--- src/rtl/confreg_sram_resp_if.sv ---
// confreg_sram_resp_if: data_sram access port between the core (master) and a memory-mapped slave.
// Byte write enables of 4'b0000 mark a read; rdata is returned one cycle after the read strobe.
interface confreg_sram_resp_if;
  logic        data_sram_en;
  logic [3:0]  data_sram_wen;
  logic [31:0] data_sram_addr;
  logic [31:0] data_sram_wdata;
  logic [31:0] data_sram_rdata;

  modport master (
    output data_sram_en,
    output data_sram_wen,
    output data_sram_addr,
    output data_sram_wdata,
    input  data_sram_rdata
  );

  modport slave (
    input  data_sram_en,
    input  data_sram_wen,
    input  data_sram_addr,
    input  data_sram_wdata,
    output data_sram_rdata
  );
endinterface

--- src/rtl/confreg_sram_resp.sv ---
// confreg_sram_resp: 64 KB MMIO configuration-register window on the core's data_sram port.
// Build option: define CONFREG_TIMER_EN to include TIMER/COMPARE/STATUS and the timer_int source.
module confreg_sram_resp #(
  parameter logic [31:0] BASE_ADDR = 32'hBFAF_0000,
  parameter int unsigned LED_W     = 16,
  parameter int unsigned SW_W      = 8
) (
  input  logic                clk,
  input  logic                rst,
  confreg_sram_resp_if.slave  data_sram,
  input  logic [SW_W-1:0]     switch_in,
  output logic [LED_W-1:0]    led_out,
  output logic [31:0]         num_out,
  output logic                timer_int
);

  localparam logic [15:0] OFF_TIMER   = 16'h0000;
  localparam logic [15:0] OFF_COMPARE = 16'h0004;
  localparam logic [15:0] OFF_STATUS  = 16'h0008;
  localparam logic [15:0] OFF_LED     = 16'h000C;
  localparam logic [15:0] OFF_SWITCH  = 16'h0010;
  localparam logic [15:0] OFF_NUM     = 16'h0014;

  typedef enum logic [2:0] {
    REG_NONE,
    REG_TIMER,
    REG_COMPARE,
    REG_STATUS,
    REG_LED,
    REG_SWITCH,
    REG_NUM
  } reg_sel_e;

  logic             hit;
  logic             aligned;
  logic             access;
  logic             rd_strobe;
  logic             wr_access;
  reg_sel_e         sel;

  logic [31:0]      rd_value;
  logic [31:0]      rdata_q;
  logic [LED_W-1:0] led_q;
  logic [LED_W-1:0] led_d;
  logic [31:0]      num_q;
  logic [SW_W-1:0]  sw_meta_q;
  logic [SW_W-1:0]  sw_sync_q;
  logic [31:0]      led_ext;
  logic [31:0]      sw_ext;

  // Only bytes whose enable is set take the new value.
  function automatic logic [31:0] byte_merge(input logic [31:0] base,
                                             input logic [31:0] wr,
                                             input logic [3:0]  be);
    logic [31:0] r;
    for (int i = 0; i < 4; i++) begin
      r[i*8 +: 8] = be[i] ? wr[i*8 +: 8] : base[i*8 +: 8];
    end
    return r;
  endfunction

  assign hit       = (data_sram.data_sram_addr[31:16] == BASE_ADDR[31:16]);
  assign aligned   = (data_sram.data_sram_addr[1:0] == 2'b00);
  assign access    = data_sram.data_sram_en && hit && aligned;
  // Any read strobe updates rdata, so misses and unaligned reads return 0 rather than stale data.
  assign rd_strobe = data_sram.data_sram_en && (data_sram.data_sram_wen == 4'b0000);
  assign wr_access = access && (data_sram.data_sram_wen != 4'b0000);

  always_comb begin
    // NOTE: every combinational output gets a default first so no path leaves it unassigned (no latch).
    sel = REG_NONE;
    if (access) begin
      case (data_sram.data_sram_addr[15:0])
`ifdef CONFREG_TIMER_EN
        OFF_TIMER:   sel = REG_TIMER;
        OFF_COMPARE: sel = REG_COMPARE;
        OFF_STATUS:  sel = REG_STATUS;
`endif
        OFF_LED:     sel = REG_LED;
        OFF_SWITCH:  sel = REG_SWITCH;
        OFF_NUM:     sel = REG_NUM;
        default:     sel = REG_NONE;
      endcase
    end
  end

`ifdef CONFREG_TIMER_EN
  logic [31:0] timer_q;
  logic [31:0] timer_inc;
  logic [31:0] timer_d;
  logic [31:0] compare_q;
  logic [31:0] compare_d;
  logic        ie_q;
  logic        ie_d;
  logic        pend_q;
  logic        pend_d;
  logic        int_q;
  logic        wr_timer;
  logic        wr_compare;
  logic        wr_status;
  logic        pend_set;
  logic        pend_clr;

  always_comb begin
    wr_timer   = wr_access && (sel == REG_TIMER);
    wr_compare = wr_access && (sel == REG_COMPARE);
    wr_status  = wr_access && (sel == REG_STATUS);

    // Written timer bytes override the incremented value; unwritten bytes keep counting.
    timer_inc = timer_q + 32'd1;
    timer_d   = wr_timer ? byte_merge(timer_inc, data_sram.data_sram_wdata, data_sram.data_sram_wen)
                         : timer_inc;
    compare_d = wr_compare ? byte_merge(compare_q, data_sram.data_sram_wdata, data_sram.data_sram_wen)
                           : compare_q;

    ie_d = ie_q;
    if (wr_status && data_sram.data_sram_wen[0]) begin
      ie_d = data_sram.data_sram_wdata[0];
    end

    // A match wins over a same-cycle W1C; writes to TIMER/COMPARE mask the match that cycle.
    pend_set = ie_q && (timer_q == compare_q) && !wr_timer && !wr_compare;
    pend_clr = wr_status && data_sram.data_sram_wen[0] && data_sram.data_sram_wdata[1];
    pend_d   = pend_set ? 1'b1 : (pend_clr ? 1'b0 : pend_q);
  end

  always_ff @(posedge clk) begin
    if (!rst) begin
      timer_q   <= 32'h0000_0000;
      compare_q <= 32'hFFFF_FFFF;
      ie_q      <= 1'b0;
      pend_q    <= 1'b0;
      int_q     <= 1'b0;
    end else begin
      timer_q   <= timer_d;
      compare_q <= compare_d;
      ie_q      <= ie_d;
      pend_q    <= pend_d;
      int_q     <= pend_q & ie_q;
    end
  end

  assign timer_int = int_q;
`else
  assign timer_int = 1'b0;
`endif

  always_comb begin
    led_ext = '0;
    led_ext[LED_W-1:0] = led_q;
    sw_ext = '0;
    sw_ext[SW_W-1:0] = sw_sync_q;
  end

  always_comb begin
    led_d = led_q;
    if (wr_access && (sel == REG_LED)) begin
      for (int i = 0; i < LED_W; i++) begin
        if (data_sram.data_sram_wen[i / 8]) begin
          led_d[i] = data_sram.data_sram_wdata[i];
        end
      end
    end
  end

  always_comb begin
    rd_value = '0;
    case (sel)
`ifdef CONFREG_TIMER_EN
      REG_TIMER:   rd_value = timer_q;
      REG_COMPARE: rd_value = compare_q;
      REG_STATUS:  rd_value = {30'd0, pend_q, ie_q};
`endif
      REG_LED:     rd_value = led_ext;
      REG_SWITCH:  rd_value = sw_ext;
      REG_NUM:     rd_value = num_q;
      default:     rd_value = '0;
    endcase
  end

  // NOTE: sequential state uses non-blocking assignments so every flop samples pre-edge values.
  always_ff @(posedge clk) begin
    if (!rst) begin
      sw_meta_q <= '0;
      sw_sync_q <= '0;
      led_q     <= '0;
      num_q     <= '0;
      rdata_q   <= '0;
    end else begin
      sw_meta_q <= switch_in;
      sw_sync_q <= sw_meta_q;
      led_q     <= led_d;
      if (wr_access && (sel == REG_NUM)) begin
        num_q <= byte_merge(num_q, data_sram.data_sram_wdata, data_sram.data_sram_wen);
      end
      if (rd_strobe) begin
        rdata_q <= rd_value;
      end
    end
  end

  assign data_sram.data_sram_rdata = rdata_q;
  assign led_out = led_q;
  assign num_out = num_q;

endmodule

--- src/flat_wrapper.sv ---
// flat-port wrapper written by rule: the top's interface ports become plain ports
module confreg_sram_resp_flat 
#(
  parameter logic [31:0] BASE_ADDR = 32'hBFAF_0000,
  parameter int unsigned LED_W     = 16,
  parameter int unsigned SW_W      = 8
)
  (clk, rst, switch_in, led_out, num_out, timer_int, data_sram_data_sram_en, data_sram_data_sram_wen, data_sram_data_sram_addr, data_sram_data_sram_wdata, data_sram_data_sram_rdata);
  confreg_sram_resp_if data_sram_i ();
  input  logic clk;
  input  logic rst;
  input  logic [SW_W-1:0] switch_in;
  output logic [LED_W-1:0] led_out;
  output logic [31:0] num_out;
  output logic timer_int;
  input wire logic [$bits(data_sram_i.data_sram_en)-1:0] data_sram_data_sram_en;
  input wire logic [$bits(data_sram_i.data_sram_wen)-1:0] data_sram_data_sram_wen;
  input wire logic [$bits(data_sram_i.data_sram_addr)-1:0] data_sram_data_sram_addr;
  input wire logic [$bits(data_sram_i.data_sram_wdata)-1:0] data_sram_data_sram_wdata;
  output wire logic [$bits(data_sram_i.data_sram_rdata)-1:0] data_sram_data_sram_rdata;
  assign data_sram_i.data_sram_en = data_sram_data_sram_en;
  assign data_sram_i.data_sram_wen = data_sram_data_sram_wen;
  assign data_sram_i.data_sram_addr = data_sram_data_sram_addr;
  assign data_sram_i.data_sram_wdata = data_sram_data_sram_wdata;
  assign data_sram_data_sram_rdata = data_sram_i.data_sram_rdata;
  confreg_sram_resp #(.BASE_ADDR(BASE_ADDR), .LED_W(LED_W), .SW_W(SW_W)) u_core (.clk(clk), .rst(rst), .data_sram(data_sram_i), .switch_in(switch_in), .led_out(led_out), .num_out(num_out), .timer_int(timer_int));
endmodule
--- config.mk ---
export PLATFORM = sky130hd
export DESIGN_NAME = confreg_sram_resp_flat
export DESIGN_NICKNAME = d
export VERILOG_FILES = /design/src/rtl/confreg_sram_resp_if.sv /design/src/rtl/confreg_sram_resp.sv /design/src/flat_wrapper.sv
export SDC_FILE = /design/constraint.sdc
export NUM_CORES = 1
export LEC_CHECK = 0
export ABC_AREA = 1
export BUFFER_PORTS_ARGS = -buffer_cell sky130_fd_sc_hd__buf_4
export CORE_ASPECT_RATIO = 0.8
export CORE_MARGIN = 8
export CORE_UTILIZATION = 44
export DETAILED_ROUTE_END_ITERATION = 10
export PLACE_DENSITY = 0.85
export SYNTH_ARGS = -nofsm -noshare
export SYNTH_HDL_FRONTEND = slang
export SYNTH_SLANG_ARGS = --single-unit
--- constraint.sdc ---
create_clock -name clk -period 1.5 [get_ports clk]
set_clock_uncertainty 0.15 [all_clocks]
set_input_delay 0.15 -clock clk [delete_from_list [all_inputs] [get_ports clk]]
set_output_delay 0.15 -clock clk [all_outputs]
set_load 0.05 [all_outputs]
## Yosys cells after proc, flatten, opt, wreduce, memory -nomap -nowiden

Index checks and enable logic that the tools add are counted.

| word-level totals | value |
|---|---|
| memories | 0 |
| latch bits | 0 |
| register bits | 96 |
| memory bits (writable) | 0 |
| word-level logic and storage cells | 34 |
| output and inout bits | 81 |
| input bits | 79 |
| bits in read-only memories | 0 |

| operators by class | value |
|---|---|
| equality and inequality tests | 7 |
| add/subtract/negate cells | 0 |
| divide/modulo/power cells | 0 |
| shift-type cells | 0 |
| magnitude comparators | 0 |
| mux-type cells | 3 |
| bitwise logic cells | 0 |
| reductions and logical operators | 15 |
| $mul | 0 |

Operators with widths:

| kind | count |
|---|---|
| $pmux W32 S3 | 1 |
| $eq A16 B5 Y1 const B | 2 |
| $eq A16 B16 Y1 const B | 1 |
| $eq A16 B4 Y1 const B | 1 |
| $reduce_and A2 Y1 | 6 |
| $eq A3 B3 Y1 const B | 3 |
| $pmux W3 S3 | 1 |
| $logic_and A1 B1 Y1 | 6 |
| $logic_not A4 Y1 | 1 |
| $reduce_bool A4 Y1 | 1 |
| $mux W3 | 1 |
| $logic_not A2 Y1 | 1 |

## Longest topological paths before layout

Gate-level depths: netlist of the first run.

| logic depth | value |
|---|---|
| word-level depth | 7 |
| mapped depth | 13 |
| gate-level depth less buffers | 12 |

## Worst setup path before layout of the first run

OpenSTA, ideal clock, no wires.

| timing | value |
|---|---|
| path kind | input-to-reg |
| start | input port data_sram_data_sram_addr[0] |
| end | register u_core.rdata_q[10], in the netlist u_core.data_sram.data_sram_rdata[10] |
| setup time | 70 ps |
| path slack | -77 ps |
| buffers on the path | 2 |
| arrival | 1357 ps |
| stages on the path | 11 |
| cell sequence | inv_1 -> nand2_1 -> nor2_2 -> nand2_2 -> nor2_8 -> nand2_2 -> buf_4 -> nand3_4 -> buf_8 -> nand3_2 -> a21oi_2 |

| between the ends | value |
|---|---|
| longest elaborated chain between the ends | 5 |
| elaborated cells between the ends (all ways) | 11 |
| those cells by class | 6 x eq/ne; 3 x mux; 2 x reduce/logical |

Ends and longest elaborated chain:

| element | RTL line | RTL |
|---|---|---|
| from (decl) | flat_wrapper.sv:18 | `input wire logic [$bits(data_sram_i.data_sram_addr)-1:0] data_sram_data_sram_addr;` |
| $eq A16 B5 Y1 (tied with other cells) | confreg_sram_resp.sv:73 | `case (data_sram.data_sram_addr[15:0])` |
| $pmux W3 S3 / $logic_and A1 B1 Y1 (equally long branches) | confreg_sram_resp.sv:73, confreg_sram_resp.sv:64 |  |
| $mux W3 * | confreg_sram_resp.sv:72 | `if (access) begin` |
| $eq A3 B3 Y1 | confreg_sram_resp.sv:168 | `case (sel)` |
| $pmux W32 S3 * | confreg_sram_resp.sv:168 |  |
| to (signal assigned) | confreg_sram_resp.sv:197 | `rdata_q <= rd_value;` |
| to (decl) | confreg_sram_resp.sv:42 | `logic [31:0] rdata_q;` |

Every way passes the cells marked *; elsewhere a longest branch is shown, timed or not.
A chain may end at the register's enable or synchronous reset.

## Final worst setup path of the first run

| timing | value |
|---|---|
| start | input port data_sram_data_sram_addr[0] |
| end | register u_core.num_q[31], in the netlist u_core.num_out[31] |

| between the ends | value |
|---|---|
| longest elaborated chain between the ends | 6 |
| elaborated cells between the ends (all ways) | 11 |
| those cells by class | 4 x eq/ne; 2 x mux; 5 x reduce/logical |

Ends and longest elaborated chain:

| element | RTL line | RTL |
|---|---|---|
| $eq A16 B5 Y1 (tied with other cells) | confreg_sram_resp.sv:73 |  |
| $pmux W3 S3 / $logic_and A1 B1 Y1 (equally long branches) | confreg_sram_resp.sv:73, confreg_sram_resp.sv:64 |  |
| $mux W3 | confreg_sram_resp.sv:72 |  |
| $eq A3 B3 Y1 | confreg_sram_resp.sv:193 | `if (wr_access && (sel == REG_NUM)) begin` |
| $logic_and A1 B1 Y1 * | confreg_sram_resp.sv:193 |  |
| $reduce_and A2 Y1 (no source line) * | - |  |
| to (signal assigned) | confreg_sram_resp.sv:194 | `num_q <= byte_merge(num_q, data_sram.data_sram_wdata, data_sram.data_sram_wen);` |
| to (decl) | confreg_sram_resp.sv:45 | `logic [31:0] num_q;` |

Marked as above.

==> impl_results.md, run 1 <==
- Final WS setup: 0.03014 ns
- Largest net degree at the start of global routing: 49
- Final Hold Fails: 0
- Outcome: finished, final reports clean
- I/O Buffers: about 160
- Ant diodes: 0
- Dpl cells: about 850
- Die Y: 102.7 µm
- Latest clock arrival within the worst-skew pair: 0.34 ns
- Final Setup Violations: 0
- Htree depth: 3
- FF-to-FF Start: u_core.num_out[15]
- Relative slew slack: between 60% and 70%
- Final wirelength: between 10000 and 15000 µm
- Leak: approximately 0.0032 µW
- Maximum clock frequency: around 0.7 GHz
- RSZ-0062 raised after global routing: yes
- Min Tclk post-route: around 1.5 ns
- Wire length per cell: 15.49 µm
- Worst Hold Depth: 4
- WS Path Type: in -> reg
- Vias per inst: approximately 5
- EDFF count, synth: 0
- Area Overhead vs Synth: 54.45%
- Synth area leader: dfxtp_1
- Fraction of layout cells with a size suffix above 1: a little under a third
- Seq/Total Area, Yosys: 46.52%
- Max-slew violations: 0
- Placed inst area: 5554 µm²
- CTS Root Cell: clkbuf_16
- CTS Buf Count: 9
- GRT Overall Usage: a little over a fifth
- Mean Syn Cell Area: 7.123 µm²
- Residual DRC count: 0
- Die area: 12770 µm²
- Synth Cell Area: just over 4000 µm²
- Clock transition at path regs: about 0.06 ns
- Synth cell types: 23
- Worst slack at placement: -0.3010 ns
- Worst hold-check path type: in -> reg
- Max rail drop VDD: 0.7041 mV
- Core Area: 9076 µm²
- Pwr dens: about 840 nW/µm²
- Ys Warns: 0
- CTS tree: yes
- CTS sink count: between 90 and 100
- Final core occ: 70.31%
- Reg2reg end: u_core.data_sram.data_sram_rdata[15]
- Main synth FF type: dfxtp_1
- Boundary Pins: 160
- Vias: roughly 4500
- CP Max Fanout: 16
- Synth Net Count: 659
- Yosys reg bits: 96
- Hold Path End: u_core.num_out[22]
- Post-route ant nets: 0
- Detailed Place HPWL: approximately 9600 µm
- Setup TNS: 0 ns
- RePlAce Congestion: ~0.91
- Non-filler cells, final: a little over 900
- Top cells by count, synth: 133 x nand2_1, 107 x nor2_1, 96 x dfxtp_1, 60 x inv_1, 47 x nand3_1
- Bufs on Longest Clock Path: 2
- CP endpoint kind: flip-flop
- Row cnt: 31
- Asr flop ratio synth: 0%
- Initial Util: between 40% and 50%
- Nets@finish: around 860
- Chip width: between 100 and 150 µm
- Min-delay src: data_sram_data_sram_wen[2]
- Max-cap check violation count: 0
- R2R depth: 5
- Top cell type's share of synthesized area: a little under half
- First-pass GRT wire length: 22090 µm
- Number of global-route vias before repair: 4571
- Largest cells by area after synthesis: dfxtp_1 47%, nand2_1 12%, nor2_1 9.7%
- Post-route cell area: ~6400 µm²
- CP required: between 1.5 and 2 ns
- Mapped Cells: 580
- Crit share post-route: a little over nine tenths
- FF-to-FF setup slack: approximately 0.41 ns
- Global route overflow: 0
- DR iter-0 viols: roughly 200
- Setup crit start kind: input port
- WP data arrival: approximately 1.6 ns
- Drt first pass iters: 6
- Initial antenna violation count: 0
- Worst Tran Pin Value: 0.5979 ns
- Most numerous cell in the Yosys netlist: nand2_1
==> where the power goes <==
part           internal, µW  total (µW)  switching (µW)  leakage, µW
sequential             2580        2590            10.7     0.000777
combinational           252         455             203      0.00225
clock                  1340        2300             966     0.000145
==> metrics by stage <==
step,hold slack (ns),power [µW]
finish,0.09546,5344
detailed placement,0.1848,2993
CTS,0.1958,5355
floorplan,0.09763,2772
global route,0.1104,5522
global placement,0.1865,2986
==> cell families (layout without fill, tap and decap cells) <==
logic type,Yosys count,count (layout),share of synthesized area (%)
simple gates,318,318,34.46
buf+inv,93,303,9.479
other cells,1,1,0.09077
flops,96,96,46.52
compound gates,72,72,9.449
==> state kept, by name, summed over array words and instances, names as in the netlist <==
register                          count
u_core.data_sram.data_sram_rdata     32
u_core.led_out                       16
u_core.sw_sync_q                      8
u_core.num_out                       32
u_core.sw_meta_q                      8
==> metal layers <==
| layer | wire length, µm | GRT usage (%) | vias up | share of wire (%) |
|---|---|---|---|---|
| met4 | 221 | 6.833 | 0 | 1.6 |
| met2 | 6715 | 36.78 | 231 | 48 |
| met3 | 1250 | 6.064 | 22 | 8.9 |
| met5 | 0 | 0 | - | 0 |
| met1 | 5832 | 24.01 | 2030 | 42 |
| li1 | - | - | 2203 | - |
==> worst max-delay path, cell delays in order <==
cell	delay, ns
buf_4	0.11
inv_1	0.05
nand2_1	0.07
nor2_1	0.09
nand2_1	0.09
nor2_4	0.24
nand2_4	0.10
nor2_4	0.15
buf_12	0.16
nand2_8	0.11
nand2_1	0.10
nand2_1	0.06
nor2_1	0.11
==> worst max-delay path by stage <==
stage | slack [ns] | cells after the start | start | endpoint
floorplan | -0.06 | 11 | data_sram_data_sram_addr[9] | u_core.num_out[0]
global placement | -0.25 | 11 | data_sram_data_sram_addr[9] | u_core.num_out[25]
detailed placement | -0.30 | 12 | data_sram_data_sram_addr[9] | u_core.num_out[17]
CTS | 0.06 | 12 | data_sram_data_sram_addr[9] | u_core.num_out[17]
global route | -0.04 | 13 | data_sram_data_sram_addr[0] | u_core.num_out[23]
finish | 0.03 | 13 | data_sram_data_sram_addr[0] | u_core.num_out[31]
==> layout by cell type, fill, tap and decap left out, types with 4 or more instances in the layout <==
cell             n
nand3_1         47
clkbuf_16        9
a21oi_1         24
o21ai_1          4
dfxtp_1         96
inv_1           60
buf_4          174
nand3_2         10
nor2_1         104
o21ai_0         36
nor2_4           6
nand2_1        131
nand2_2          6
dlygate4sd3_1   41
a21oi_2          8
buf_12           5
==> final cells by class <==
class / instances / area, µm²
clock buffers: 11 / 242.7
fillers: 680 / 2695
clock inverters: 5 / 56.30
inverters: 65 / 256.5
multi-input cells: 391 / 1917
flip-flops and latches: 96 / 1922
well taps: 115 / 143.9
repair buffers: 222 / 1843
==> repair_timing <==
action                                  in CTS  in global routing
setup buffers                                0                  1
hold buffers                                41                  0
hold endpoints to repair                    56                  0
gates resized for setup                      0                 25
endpoints found under the setup margin       0                 72
Note: power is estimated with default switching activity, not from simulation.
==> run 2: changes to the inputs <==
CORE_UTILIZATION = 49   (was 44)
PLACE_DENSITY = 0.89   (was 0.85)
clock period = 1.4 ns   (was 1.5 ns; I/O delays follow)
==> run 2 against run 1 <==
Utilization rose by 7.4 points. Final area grew 1.4%. Critical path depth shrank 1. Flip-flop and latch count did not move. Hold slack got worse by 0.052 ns. Critical path type unchanged. Die area decreased by 8.8%. Global-route usage rose by 1.1 points. Cell count up 0.88%. Clock power shrank 20%. Non-clock buffer count increased by 5. Routed wire length rose by 3.7%. The run now ends with setup timing left.
==> impl_results.md, run 2 (synthesized netlist as in run 1, its figures left out) <==
- Crit path depth: 12
- Pwr dens: between 700 and 800 nW/µm²
- Total power: around 5100 µW
- Min Tclk post-route: about 1.4 ns
- Max-slew violations: 0
- Area Overhead vs Synth: 56.63%
- CP required: about 1.5 ns
- Core Area: around 8300 µm²
- Failing checks: setup timing
- CP max stage delay: ~0.25 ns
- Non-filler cells, final: 913
- I/O Buffers: around 160
- Final Setup Violations: 5
- # fillers: between 500 and 600
- FF-to-FF setup slack: approximately 0.30 ns
- R2R depth: 4
- Boundary Pins: 160
- RePlAce Congestion: approximately 0.86
- Final WS setup: -0.03334 ns
- Outcome: finished, violations left
- WS Path Type: in -> reg
- Crit share post-route: 102.4%
- CP cell instances: buf_6, inv_2, nand2_2, nor2_2, nand3_2, nor2_4, nand2_4, nor2_4, buf_8, nand2_4, nor2_1, nor2_1
- Placed inst area: about 5500 µm²
- Worst hold-check path type: in -> reg
- Most common cell after layout, fill and taps aside: buf_4
- Wire length per cell: 15.92 µm
- FF-to-FF Start: u_core.num_out[14]
- WP data arrival: around 1.6 ns
- Most frequent cells in the layout: 174 x buf_4, 123 x nand2_1, 98 x nor2_1, 96 x dfxtp_1, 56 x inv_1
- CP Max Fanout: 8
- Leak: 0.003186 µW
- Worst slack at placement: -0.4096 ns
- Final Hold Fails: 0
- Max-cap check violation count: 0
- CTS sink count: between 90 and 100
- Bufs on Longest Clock Path: 2
- Residual DRC count: 0
- Final wirelength: 14530 µm
- Htree depth: 3
- Die area: about 12000 µm²
- Hold Path End: u_core.num_out[16]
- Crit path max-delay family: simple AND/OR/NAND/NOR gates
- Max rail drop VDD: between 0.8 and 0.9 mV
- Post-route ant nets: 0
- Vias: between 4000 and 5000
- Largest net degree at the start of global routing: 42
- Latest clock arrival within the worst-skew pair: between 0.3 and 0.4 ns
- Min-delay src: data_sram_data_sram_wen[2]
- Detailed Place HPWL: about 9400 µm
- Ant diodes: 0
- Clock transition at path regs: approximately 0.10 ns
- Reg2reg end: u_core.data_sram.data_sram_rdata[14]
- First-pass GRT wire length: roughly 21000 µm
- Die Y: between 90 and 100 µm
- DR iter-0 viols: between 200 and 300
- Setup TNS: -0.07441 ns
- Number of global-route vias before repair: ~4400
- Maximum clock frequency: roughly 0.7 GHz
- Dpl cells: between 800 and 900
- GRT Overall Usage: approximately 22%
- Global route overflow: 0
- Nets@finish: slightly below 900
- Post-route cell area: ~6500 µm²
- Initial Util: 49.58%
- CTS Buf Count: 9
- CTS tree: yes
- Worst setup path startpoint: data_sram_data_sram_addr[22]
- Row cnt: 30
- Chip width: between 100 and 150 µm
- Setup crit start kind: input port
- RSZ-0062 raised after global routing: yes
- CTS Root Cell: clkbuf_8
- Vias per inst: about 5.1
- Critical path buffers and inverters: 3
- Worst Hold Depth: 4
- Drt first pass iters: 4
- Worst path slowest cell: nor2_4
- Initial antenna violation count: 0
- Fraction of layout cells with a size suffix above 1: 34.33%
- CP endpoint kind: flip-flop
-- run 2: routing by layer --
layer,wire length (µm),track usage (%),up-vias,share of wire (%)
met2,7038,36.73,273,48
met4,248,5.238,0,1.7
li1,-,-,2243,-
met1,5625,25.29,2103,39
met5,0,0,-,0
met3,1621,9.285,27,11
-- run 2: area by class of cell --
type	count	area (µm²)	area share, %
sequential	96	1922	29.70
multi-input combinational	397	2056	31.77
clock buffer	12	145.1	2.243
inverter	65	270.3	4.176
tap	112	140.1	2.165
timing repair buffer	227	1886	29.14
clock inverter	4	52.55	0.8121
-- run 2: worst register-to-register path, stage by stage (launching register included) --
cell and delay [ns]:
dfxtp_1 0.37, inv_1 0.08, o21ai_0 0.21, nand3_2 0.10, a21oi_2 0.12
-- run 2: how the worst max path moves through the flow --
stage                    endpoint  slack [ns]
6_report        u_core.num_out[6]       -0.03
5_1_grt        u_core.num_out[24]       -0.09
4_1_cts         u_core.num_out[0]       -0.03
3_5_place_dp    u_core.num_out[0]       -0.41
3_3_place_gp   u_core.num_out[31]       -0.35
2_1_floorplan   u_core.num_out[0]       -0.15
-- run 2: timing repair --
action	CTS	global route
hold buffers	41	0
buffers inserted	0	7
hold endpoints to repair	62	0
pin swaps	1	27
gates cloned	0	6
gates resized for setup	0	58
endpoints found under the setup margin	11	76
-- run 2: metrics by stage --
stage          hold WS, ns  util, %
4_1_cts             0.1424    73.66
5_1_grt            0.04515    77.66
3_5_place_dp        0.1764    66.37
3_3_place_gp        0.1775    66.37
2_1_floorplan      0.08763        -
6_report           0.04337    77.66
-- run 2: where the power goes --
group          switching (µW)  internal, µW  total (µW)  leakage [µW]
Clock                     954           884        1840      0.000101
Combinational             234           286         520       0.00231
Sequential               11.6          2760        2770      0.000777
Total                    1200          3930        5130       0.00319
